===== config.mk =====
export PLATFORM = sky130hd
export DESIGN_NAME = note_lane_engine
export DESIGN_NICKNAME = d
export VERILOG_FILES = /design/src/rtl/note_lane_engine.sv
export SDC_FILE = /design/constraint.sdc
export NUM_CORES = 1
export LEC_CHECK = 0
export CORE_ASPECT_RATIO = 1.25
export CORE_MARGIN = 3
export CORE_UTILIZATION = 39
export DETAILED_ROUTE_END_ITERATION = 12
export HOLD_SLACK_MARGIN = 0.08
export PLACE_DENSITY = 0.67
export SLEW_MARGIN = 15
export SYNTH_ARGS = -nofsm -noshare
export SYNTH_HDL_FRONTEND = slang
export SYNTH_SLANG_ARGS = --single-unit

===== constraint.sdc =====
create_clock -name Clk -period 28.4 [get_ports Clk]
set_input_delay 2.84 -clock Clk [delete_from_list [all_inputs] [get_ports Clk]]
set_output_delay 2.84 -clock Clk [all_outputs]
set_load 0.03 [all_outputs]

===== src/rtl/note_lane_engine.sv =====
// note_lane_engine: tracks falling notes in five fret lanes, moves them once
// per frame, resolves strums into hits/misses, and produces registered
// per-pixel sprite flags for the color mapper.
module note_lane_engine #(
  parameter int SLOTS      = 4,
  parameter int SPEED      = 4,
  parameter int SPRITE_W   = 64,
  parameter int SPRITE_H   = 64,
  parameter int LANE_X0    = 160,
  parameter int LANE_PITCH = 64,
  parameter int HIT_Y_MIN  = 384,
  parameter int HIT_Y_MAX  = 416,
  parameter int SCREEN_H   = 480
) (
  input  logic       Clk,
  input  logic       Reset_n,
  input  logic       frame_clk,
  input  logic [9:0] DrawX,
  input  logic [9:0] DrawY,
  input  logic       spawn_valid,
  input  logic [2:0] spawn_lane,
  output logic       spawn_ready,
  input  logic [4:0] hit_strobe,
  output logic       is_sprite_red,
  output logic       is_sprite_blue,
  output logic       is_sprite_green,
  output logic       is_sprite_yellow,
  output logic       is_sprite_orange,
  output logic [4:0] hit_pulse,
  output logic [4:0] miss_pulse,
  output logic [15:0] hit_count,
  output logic [15:0] miss_count
);

  localparam int LANES = 5;

  // All position arithmetic is done in 11 bits so Y + SPEED never wraps.
  localparam logic [10:0] SPEED11    = 11'(SPEED);
  localparam logic [10:0] SPRITE_W11 = 11'(SPRITE_W);
  localparam logic [10:0] SPRITE_H11 = 11'(SPRITE_H);
  localparam logic [10:0] HIT_MIN11  = 11'(HIT_Y_MIN);
  localparam logic [10:0] HIT_MAX11  = 11'(HIT_Y_MAX);
  localparam logic [10:0] SCREEN_H11 = 11'(SCREEN_H);

  // Slot state
  logic [SLOTS-1:0] slot_valid [LANES];
  logic [9:0]       slot_y     [LANES][SLOTS];
  logic [SLOTS-1:0] valid_nxt  [LANES];
  logic [9:0]       y_nxt      [LANES][SLOTS];

  logic             frame_dly;
  logic             tick;
  logic [LANES-1:0] lane_free;
  logic [7:0]       lane_free_ext;
  logic [SLOTS-1:0] hit_sel    [LANES];
  logic [LANES-1:0] hit_evt;
  logic [LANES-1:0] miss_evt;
  logic [3:0]       hit_sum;
  logic [7:0]       miss_sum;
  logic [LANES-1:0] sprite_hit;
  logic [16:0]      hit_acc;
  logic [16:0]      miss_acc;

  assign tick = frame_clk & ~frame_dly;

  // A lane can accept a spawn while any of its slots is free; lanes 5..7 never can.
  always_comb begin
    for (int l = 0; l < LANES; l++) begin
      lane_free[l] = ~&slot_valid[l];
    end
    lane_free_ext = {3'b000, lane_free};
    spawn_ready   = lane_free_ext[spawn_lane];
  end

  // Per lane, pick the in-window note with the largest pre-move Y (lowest index on ties).
  always_comb begin : hit_select
    logic       found;
    logic [9:0] best_y;
    for (int l = 0; l < LANES; l++) begin
      // NOTE: every combinational output gets a default before any conditional
      // assignment, so no path leaves it holding its old value (no latch).
      hit_sel[l] = '0;
      found      = 1'b0;
      best_y     = '0;
      for (int s = 0; s < SLOTS; s++) begin
        if (slot_valid[l][s] &&
            ({1'b0, slot_y[l][s]} >= HIT_MIN11) &&
            ({1'b0, slot_y[l][s]} <= HIT_MAX11) &&
            (!found || (slot_y[l][s] > best_y))) begin
          hit_sel[l]    = '0;
          hit_sel[l][s] = 1'b1;
          found         = 1'b1;
          best_y        = slot_y[l][s];
        end
      end
    end
  end

  // Next slot state: hits first, then moves/expiry of survivors, then the spawn.
  always_comb begin : next_state
    logic [10:0] sum;
    logic        placed;
    // NOTE: combinational blocks use blocking '=' so later statements see the
    // updated values within the same evaluation; clocked blocks use '<='.
    valid_nxt = slot_valid;
    y_nxt     = slot_y;
    hit_evt   = '0;
    miss_evt  = '0;
    hit_sum   = '0;
    miss_sum  = '0;
    sum       = '0;
    for (int l = 0; l < LANES; l++) begin
      if (hit_strobe[l]) begin
        if (|hit_sel[l]) begin
          hit_evt[l] = 1'b1;
          hit_sum    = hit_sum + 4'd1;
        end else begin
          miss_evt[l] = 1'b1;
          miss_sum    = miss_sum + 8'd1;
        end
      end
      for (int s = 0; s < SLOTS; s++) begin
        if (slot_valid[l][s]) begin
          if (hit_strobe[l] && hit_sel[l][s]) begin
            valid_nxt[l][s] = 1'b0;
          end else if (tick) begin
            sum = {1'b0, slot_y[l][s]} + SPEED11;
            if (sum >= SCREEN_H11) begin
              valid_nxt[l][s] = 1'b0;
              miss_evt[l]     = 1'b1;
              miss_sum        = miss_sum + 8'd1;
            end else begin
              y_nxt[l][s] = sum[9:0];
            end
          end
        end
      end
      // Spawn into the lowest-index slot that is free before this edge.
      placed = 1'b0;
      if (spawn_valid && spawn_ready && (spawn_lane == 3'(l))) begin
        for (int s = 0; s < SLOTS; s++) begin
          if (!slot_valid[l][s] && !placed) begin
            valid_nxt[l][s] = 1'b1;
            y_nxt[l][s]     = '0;
            placed          = 1'b1;
          end
        end
      end
    end
  end

  // Pixel lookup against the slot state present before the clock edge.
  always_comb begin : sprite_lookup
    logic [10:0] lane_x;
    logic        x_in;
    for (int l = 0; l < LANES; l++) begin
      lane_x        = 11'(LANE_X0 + l * LANE_PITCH);
      x_in          = ({1'b0, DrawX} >= lane_x) && ({1'b0, DrawX} < lane_x + SPRITE_W11);
      sprite_hit[l] = 1'b0;
      for (int s = 0; s < SLOTS; s++) begin
        if (slot_valid[l][s] && x_in &&
            ({1'b0, DrawY} >= {1'b0, slot_y[l][s]}) &&
            ({1'b0, DrawY} < {1'b0, slot_y[l][s]} + SPRITE_H11)) begin
          sprite_hit[l] = 1'b1;
        end
      end
    end
  end

  assign hit_acc  = {1'b0, hit_count} + 17'(hit_sum);
  assign miss_acc = {1'b0, miss_count} + 17'(miss_sum);

  // Register slot state, frame edge detector, pulses, counters and sprite flags.
  always_ff @(posedge Clk or negedge Reset_n) begin
    if (!Reset_n) begin
      // NOTE: the slot arrays are small live state, not RAM, so they are reset
      // explicitly; a reset must discard every note in flight.
      for (int l = 0; l < LANES; l++) begin
        slot_valid[l] <= '0;
        for (int s = 0; s < SLOTS; s++) begin
          slot_y[l][s] <= '0;
        end
      end
      frame_dly        <= 1'b1;
      hit_pulse        <= '0;
      miss_pulse       <= '0;
      hit_count        <= '0;
      miss_count       <= '0;
      is_sprite_red    <= 1'b0;
      is_sprite_blue   <= 1'b0;
      is_sprite_green  <= 1'b0;
      is_sprite_yellow <= 1'b0;
      is_sprite_orange <= 1'b0;
    end else begin
      slot_valid       <= valid_nxt;
      slot_y           <= y_nxt;
      frame_dly        <= frame_clk;
      hit_pulse        <= hit_evt;
      miss_pulse       <= miss_evt;
      hit_count        <= hit_acc[16]  ? 16'hFFFF : hit_acc[15:0];
      miss_count       <= miss_acc[16] ? 16'hFFFF : miss_acc[15:0];
      is_sprite_red    <= sprite_hit[0];
      is_sprite_blue   <= sprite_hit[1];
      is_sprite_green  <= sprite_hit[2];
      is_sprite_yellow <= sprite_hit[3];
      is_sprite_orange <= sprite_hit[4];
    end
  end

endmodule


==> results of run 1 <==
flip-flops by register name, summed over array words and instances (netlist names), 5 cells and up:
register	cells
miss_pulse	5
hit_count	16
hit_pulse	5
slot_valid	20
slot_y	160
miss_count	16
final cells by class:
class	instances	area share
clock inverters	21	0.00931
inverters	254	0.0314
repair buffers	99	0.0292
flip-flops and latches	228	0.188
clock buffers	37	0.0276
multi-input cells	2797	0.676
well taps	935	0.0385
where the power goes:
| part | leakage [uW] | switching (uW) | internal (uW) |
|---|---|---|---|
| Sequential | 0.00278 | 103 | 378 |
| Clock | 0.000551 | 170 | 265 |
| Combinational | 0.0101 | 386 | 301 |
worst max-delay path: cells and delay by family, from the launching register on:
kind                       cells  cell delay (ns)
and+or+nand+nor               39             5.76
buffers and inverters          6             0.48
AOI/OAI and AO/OA             27             5.22
muxes                         10             2.81
DFF                            1             0.51
adders and majority gates     28             8.13
layer usage:
metal  up-vias  routed length [um]  global-route usage
met2       466               36600               0.363
li1      12083                   -                   -
met5         -                   0                   0
met1     11538               33500               0.252
met3       116                2920              0.0209
met4         0                2240              0.0602
final timing paths:
kind	depth (start not counted)	endpoint	start	slack, ns
worst min-delay path	2	hit_count[11]	hit_count[11]	0.55
min in group asynchronous	1	slot_y[182]	Reset_n	2.35
max in group asynchronous	2	slot_y[62]	Reset_n	24.50
worst min register to register	2	hit_count[11]	hit_count[11]	0.55
worst max register to register	110	miss_count[15]	slot_y[196]	5.33
worst max-delay path	110	miss_count[15]	slot_y[196]	5.33
cells by family (layout without fill, tap and decap cells):
kind of cell / after synthesis / count (layout)
AOI/OAI and AO/OA: 771 / 771
xor gates and xnor gates: 287 / 287
adders and majority gates: 486 / 486
buffers and inverters: 339 / 411
DFF: 228 / 228
muxes: 67 / 67
other: 1 / 15
and+or+nand+nor: 1171 / 1171
cell usage in the layout (no fill, tap or decap), drive strengths merged, types with 16 or more instances in the layout:
cell           instances
o22ai                 22
buf                   36
o21ai                189
nor2b                 67
mux2i                 30
and2                  22
or3                   33
nand2b                79
clkbuf                37
nor3                  80
xor2                  33
xnor2                243
nand4                 42
a21oi                211
clkdlybuf4s50         63
nand3                133
a21o                  61
nor4                  34
a31oi                 52
mux2                  37
nand2                277
a211oi                16
ha                   481
o21a                  46
dfrtp                227
nor3b                 19
a41oi                 30
and3                  33
inv                  255
nor2                 297
stage by stage:
step                      area (um^2)  power (uW)  cells  worst slack (ns)
after floorplan                 27500         978   3364              7.21
after global placement          29200        1150   4313              5.67
after detailed placement        29200        1170   4313              5.38
after CTS                       30400        1620   4371              5.30
after global routing            30400        1740   4371              3.26
final                           30400        1600   4371              5.33
==> flow_metrics.tcl, run 1 <==
set metrics [dict create \
    netlist_area_um2 27400 \
    hp-class "reg -> reg" \
    cts_buffers 31 \
    clockBufferDepth 3 \
    synth_top_family_by_area "adder cells" \
    path_common_cell "ha_1" \
    maxCapViolations 0 \
    p_per_area_nw_per_um2 52.8 \
    grt_max_degree 113 \
    yosysWarnings 0 \
    synth_commonest_cells "ha_1, nor2_1, nand2_1, inv_1, xnor2_1" \
    rows 108 \
    yosysMostFrequentCell "ha_1" \
    arrival_ns 23.55 \
    outcome "completed" \
    dieArea_um2 73600 \
    yosysTopAreaCell "ha_1" \
    tns_ns 0 \
    overflow 0 \
    gp_congestion 0.897 \
    grt_pass1_wl_um 122000 \
    fin_util 0.436 \
    n_fill_cell 6953 \
    antenna_found_initial 0 \
    multi_input_area_um2 20500 \
    ys.flop_type "dfrtp_1" \
    core-area_um2 69600 \
    cts_tree "built" \
    required_ns 28.89 \
    async_flop_share 1.00 \
    synth_compound_area_frac 0.181 \
    tightest_slew_ns 1.15 \
    yosys.area_share.adder 0.222 \
    cts_resized 0 \
    postCtsSetupBuffers 0 \
    dr.first_iter.drc_count 1255 \
    clk_pin_slew_ns 0.06 \
    setup_violations 0 \
    crit_fanout 17 \
    synth_top_area_frac 0.219 \
    holdBufCountCts 0 \
    ff_latch_area_um2 5710 \
    synth_cells 3350 \
    grt_usage 0.201 \
    synthSimpleGateAreaFrac 0.211 \
    drc_errors 0 \
    finalCritPeriodShare 0.812 \
    rsz0062_at_grt "false" \
    vdd_drop_max_mv 0.0579 \
    drive_gt1_frac 0.0611 \
    pin_count 80 \
    synth_area_leaders "ha_1, dfrtp_1, xnor2_1" \
    period_needed_ns 23.07 \
    wire_per_inst_um 17.2 \
    cp_slowest_stage_delay_ns 0.51 \
    hold_viol_final 0 \
    drt.antenna.violating_nets 0 \
    ys_ff_latch 228 \
    synth_xor_xnor_area_share 0.104 \
    critical-path-slowest-cell "dfrtp_1" \
    synth_enable_flop_cells 0 \
    cts_sinks 228 \
    synth_cell_types 110 \
    syn_avg_cell_area_um2 8.19 \
    fin_worst_hold_slack_ns 0.546 \
    max_freq_mhz 43.4 \
    first_global_vias 23437 \
    die_x_um 243 \
    clock_latency_ns 0.60 \
    dp_hpwl_um 55200 \
    critPathKind "reg -> reg" \
    fin_skew_ns 0.0189 \
    wl_um 75300 \
    area_growth_pct 10.7 \
    synthMuxAreaShare 0.0261 \
    fp.dieH_um 303 \
    p_leak_uw 0.0135 \
    max-slew-margin-rel 0.226 \
    slew_viol_final 0 \
    num_vias 24203 \
    portBuffers 72 \
    cp-end-kind "register" \
    drt-pass1-iter-count 5 \
    finalNetCount 3926 \
    cts_max_level 1 \
    yosysSeqAreaShare 0.208 \
    n_antenna_cell 0 \
    viasPerCell 5.54 \
    start_util 0.394 \
    cts_root_buffer "clkbuf_16" \
    startpoint_type "register" \
]
No activity file was read; power rests on OpenSTA's default activity.
==> run 2, diff against run 1 <==
- clock period: 28.4 -> 21.8 ns (I/O delays scaled with it)
==> flow_metrics.tcl, run 2 (synthesis gave the netlist of run 1 again) <==
set metrics [dict create \
    outcome "completed" \
    p_leak_uw 0.0137 \
    ff_latch_area_um2 5710 \
    die_x_um 243 \
    num_vias 24417 \
    timing.final.ws_setup_ns 1.01 \
    r2r_start "slot_y[192]" \
    dp_hpwl_um 55900 \
    regMostFlops "slot_y" \
    maxCapViolations 0 \
    critPathKind "reg -> reg" \
    vdd_drop_max_mv 0.0650 \
    cts_max_level 1 \
    crit_fanout 7 \
    overflow 0 \
    cp-end-kind "register" \
    startpoint_type "register" \
    tightest_slew_ns 1.13 \
    drive_gt1_frac 0.0873 \
    start_util 0.394 \
    dieArea_um2 73600 \
    portBuffers 72 \
    p_per_area_nw_per_um2 69.6 \
    wl_um 76300 \
    gp_congestion 0.902 \
    max_freq_mhz 48.1 \
    grt_usage 0.201 \
    arrival_ns 21.28 \
    grt_pass1_wl_um 122000 \
    fp.dieH_um 303 \
    cts_tree "built" \
    hold_viol_final 0 \
    use_met3 0.0225 \
    whs_path_depth 1 \
    clockBufferDepth 3 \
    antenna_found_initial 3 \
    worst-path-buf-inv 7 \
    min-delay-start "hit_count[12]" \
    cp_top_family "adder cells" \
    clk_pin_slew_ns 0.06 \
    n_antenna_cell 0 \
    drc_errors 0 \
    cts_buffers 30 \
    fin_worst_hold_slack_ns 0.541 \
    wire_per_inst_um 17.3 \
    period_needed_ns 20.79 \
    rr_worst_depth 112 \
    mostFrequentLayoutCells "ha_1, nor2_1, nand2_1" \
    whs_endpoint "hit_count[12]" \
    fin_skew_ns 0.0144 \
    core-area_um2 69600 \
    drt-pass1-iter-count 5 \
    dr.first_iter.drc_count 1379 \
    grt_max_degree 66 \
    power.total_uw 2160 \
    final_common_cell "ha_1" \
    n_fill_cell 6848 \
    pin_count 80 \
    first_global_vias 23427 \
    drt.antenna.violating_nets 0 \
    largest_reg_flops 160 \
    multi_input_area_um2 20900 \
    path_common_cell "ha_1" \
    fin_util 0.446 \
    viasPerCell 5.54 \
    finalNetCount 3962 \
    cts_root_buffer "clkbuf_16" \
    slew_viol_final 0 \
    r2r_end "miss_count[15]" \
    area_growth_pct 13.1 \
    clock_latency_ns 0.60 \
    setup_violations 0 \
    required_ns 22.28 \
    rows 108 \
    grt_use_met2 0.362 \
    max-slew-margin-rel 0.242 \
    cts_sinks 228 \
    regToRegSetupSlack_ns 1.01 \
    finalCritPeriodShare 0.954 \
    critical-path-slowest-cell "dfrtp_1" \
    reg_top3 "slot_y (160), slot_valid (20)" \
    top_usage_layer "met2" \
    place_ws_ns -0.313 \
    cp_slowest_stage_delay_ns 0.38 \
    grt_use_met1 0.249 \
    hp-class "reg -> reg" \
]
run 2: stage by stage:
stage	setup TNS, ns	std cells	instance area [um^2]
finish	0	4406	31000
global route	-1.62	4406	31000
CTS	0	4384	30500
detailed placement	-2.28	4328	29300
global placement	0	4328	29300
floorplan	0	3364	27500
run 2: timing repair:
| item | 4_1_cts | 5_1_grt |
|---|---|---|
| cloned | 0 | 2 |
| resized for setup | 5 | 80 |
| hold buffers | 0 | 0 |
| buffers inserted | 0 | 20 |
| setup endpoints to repair | 15 | 16 |
| pin swaps | 0 | 21 |
run 2: per-layer routing:
metal / part of all wire / wire length [um] / vias to the layer above
met5: 0.00035 / 27 / -
met3: 0.037 / 2860 / 145
li1: - / - / 12156
met1: 0.44 / 33700 / 11664
met2: 0.48 / 37000 / 448
met4: 0.035 / 2710 / 4
run 2: where the power goes:
group / leakage (uW) / switching, uW / total (uW) / internal (uW)
combinational: 0.0104 / 542 / 968 / 427
sequential: 0.00278 / 128 / 621 / 493
clock: 0.000544 / 219 / 573 / 354
total: 0.0137 / 888 / 2160 / 1270
run 2: final cells by class:
class | count | area share
Clock buffer | 37 | 0.0270
Clock inverter | 19 | 0.00903
Inverter | 254 | 0.0307
Multi-Input combinational cell | 2799 | 0.674
Sequential cell | 228 | 0.184
Tap cell | 935 | 0.0377
Timing Repair Buffer | 134 | 0.0372
run 2: worst max path at each step:
stage	start	to	slack, ns	cells past startpoint
2_1_floorplan	slot_y[196]	miss_count[15]	0.61	114
3_3_place_gp	slot_y[196]	miss_count[15]	0.08	110
3_5_place_dp	slot_y[196]	miss_count[15]	-0.31	110
4_1_cts	slot_y[196]	miss_count[15]	0.03	110
5_1_grt	slot_y[196]	miss_count[11]	-0.23	113
6_report	slot_y[192]	miss_count[15]	1.01	112
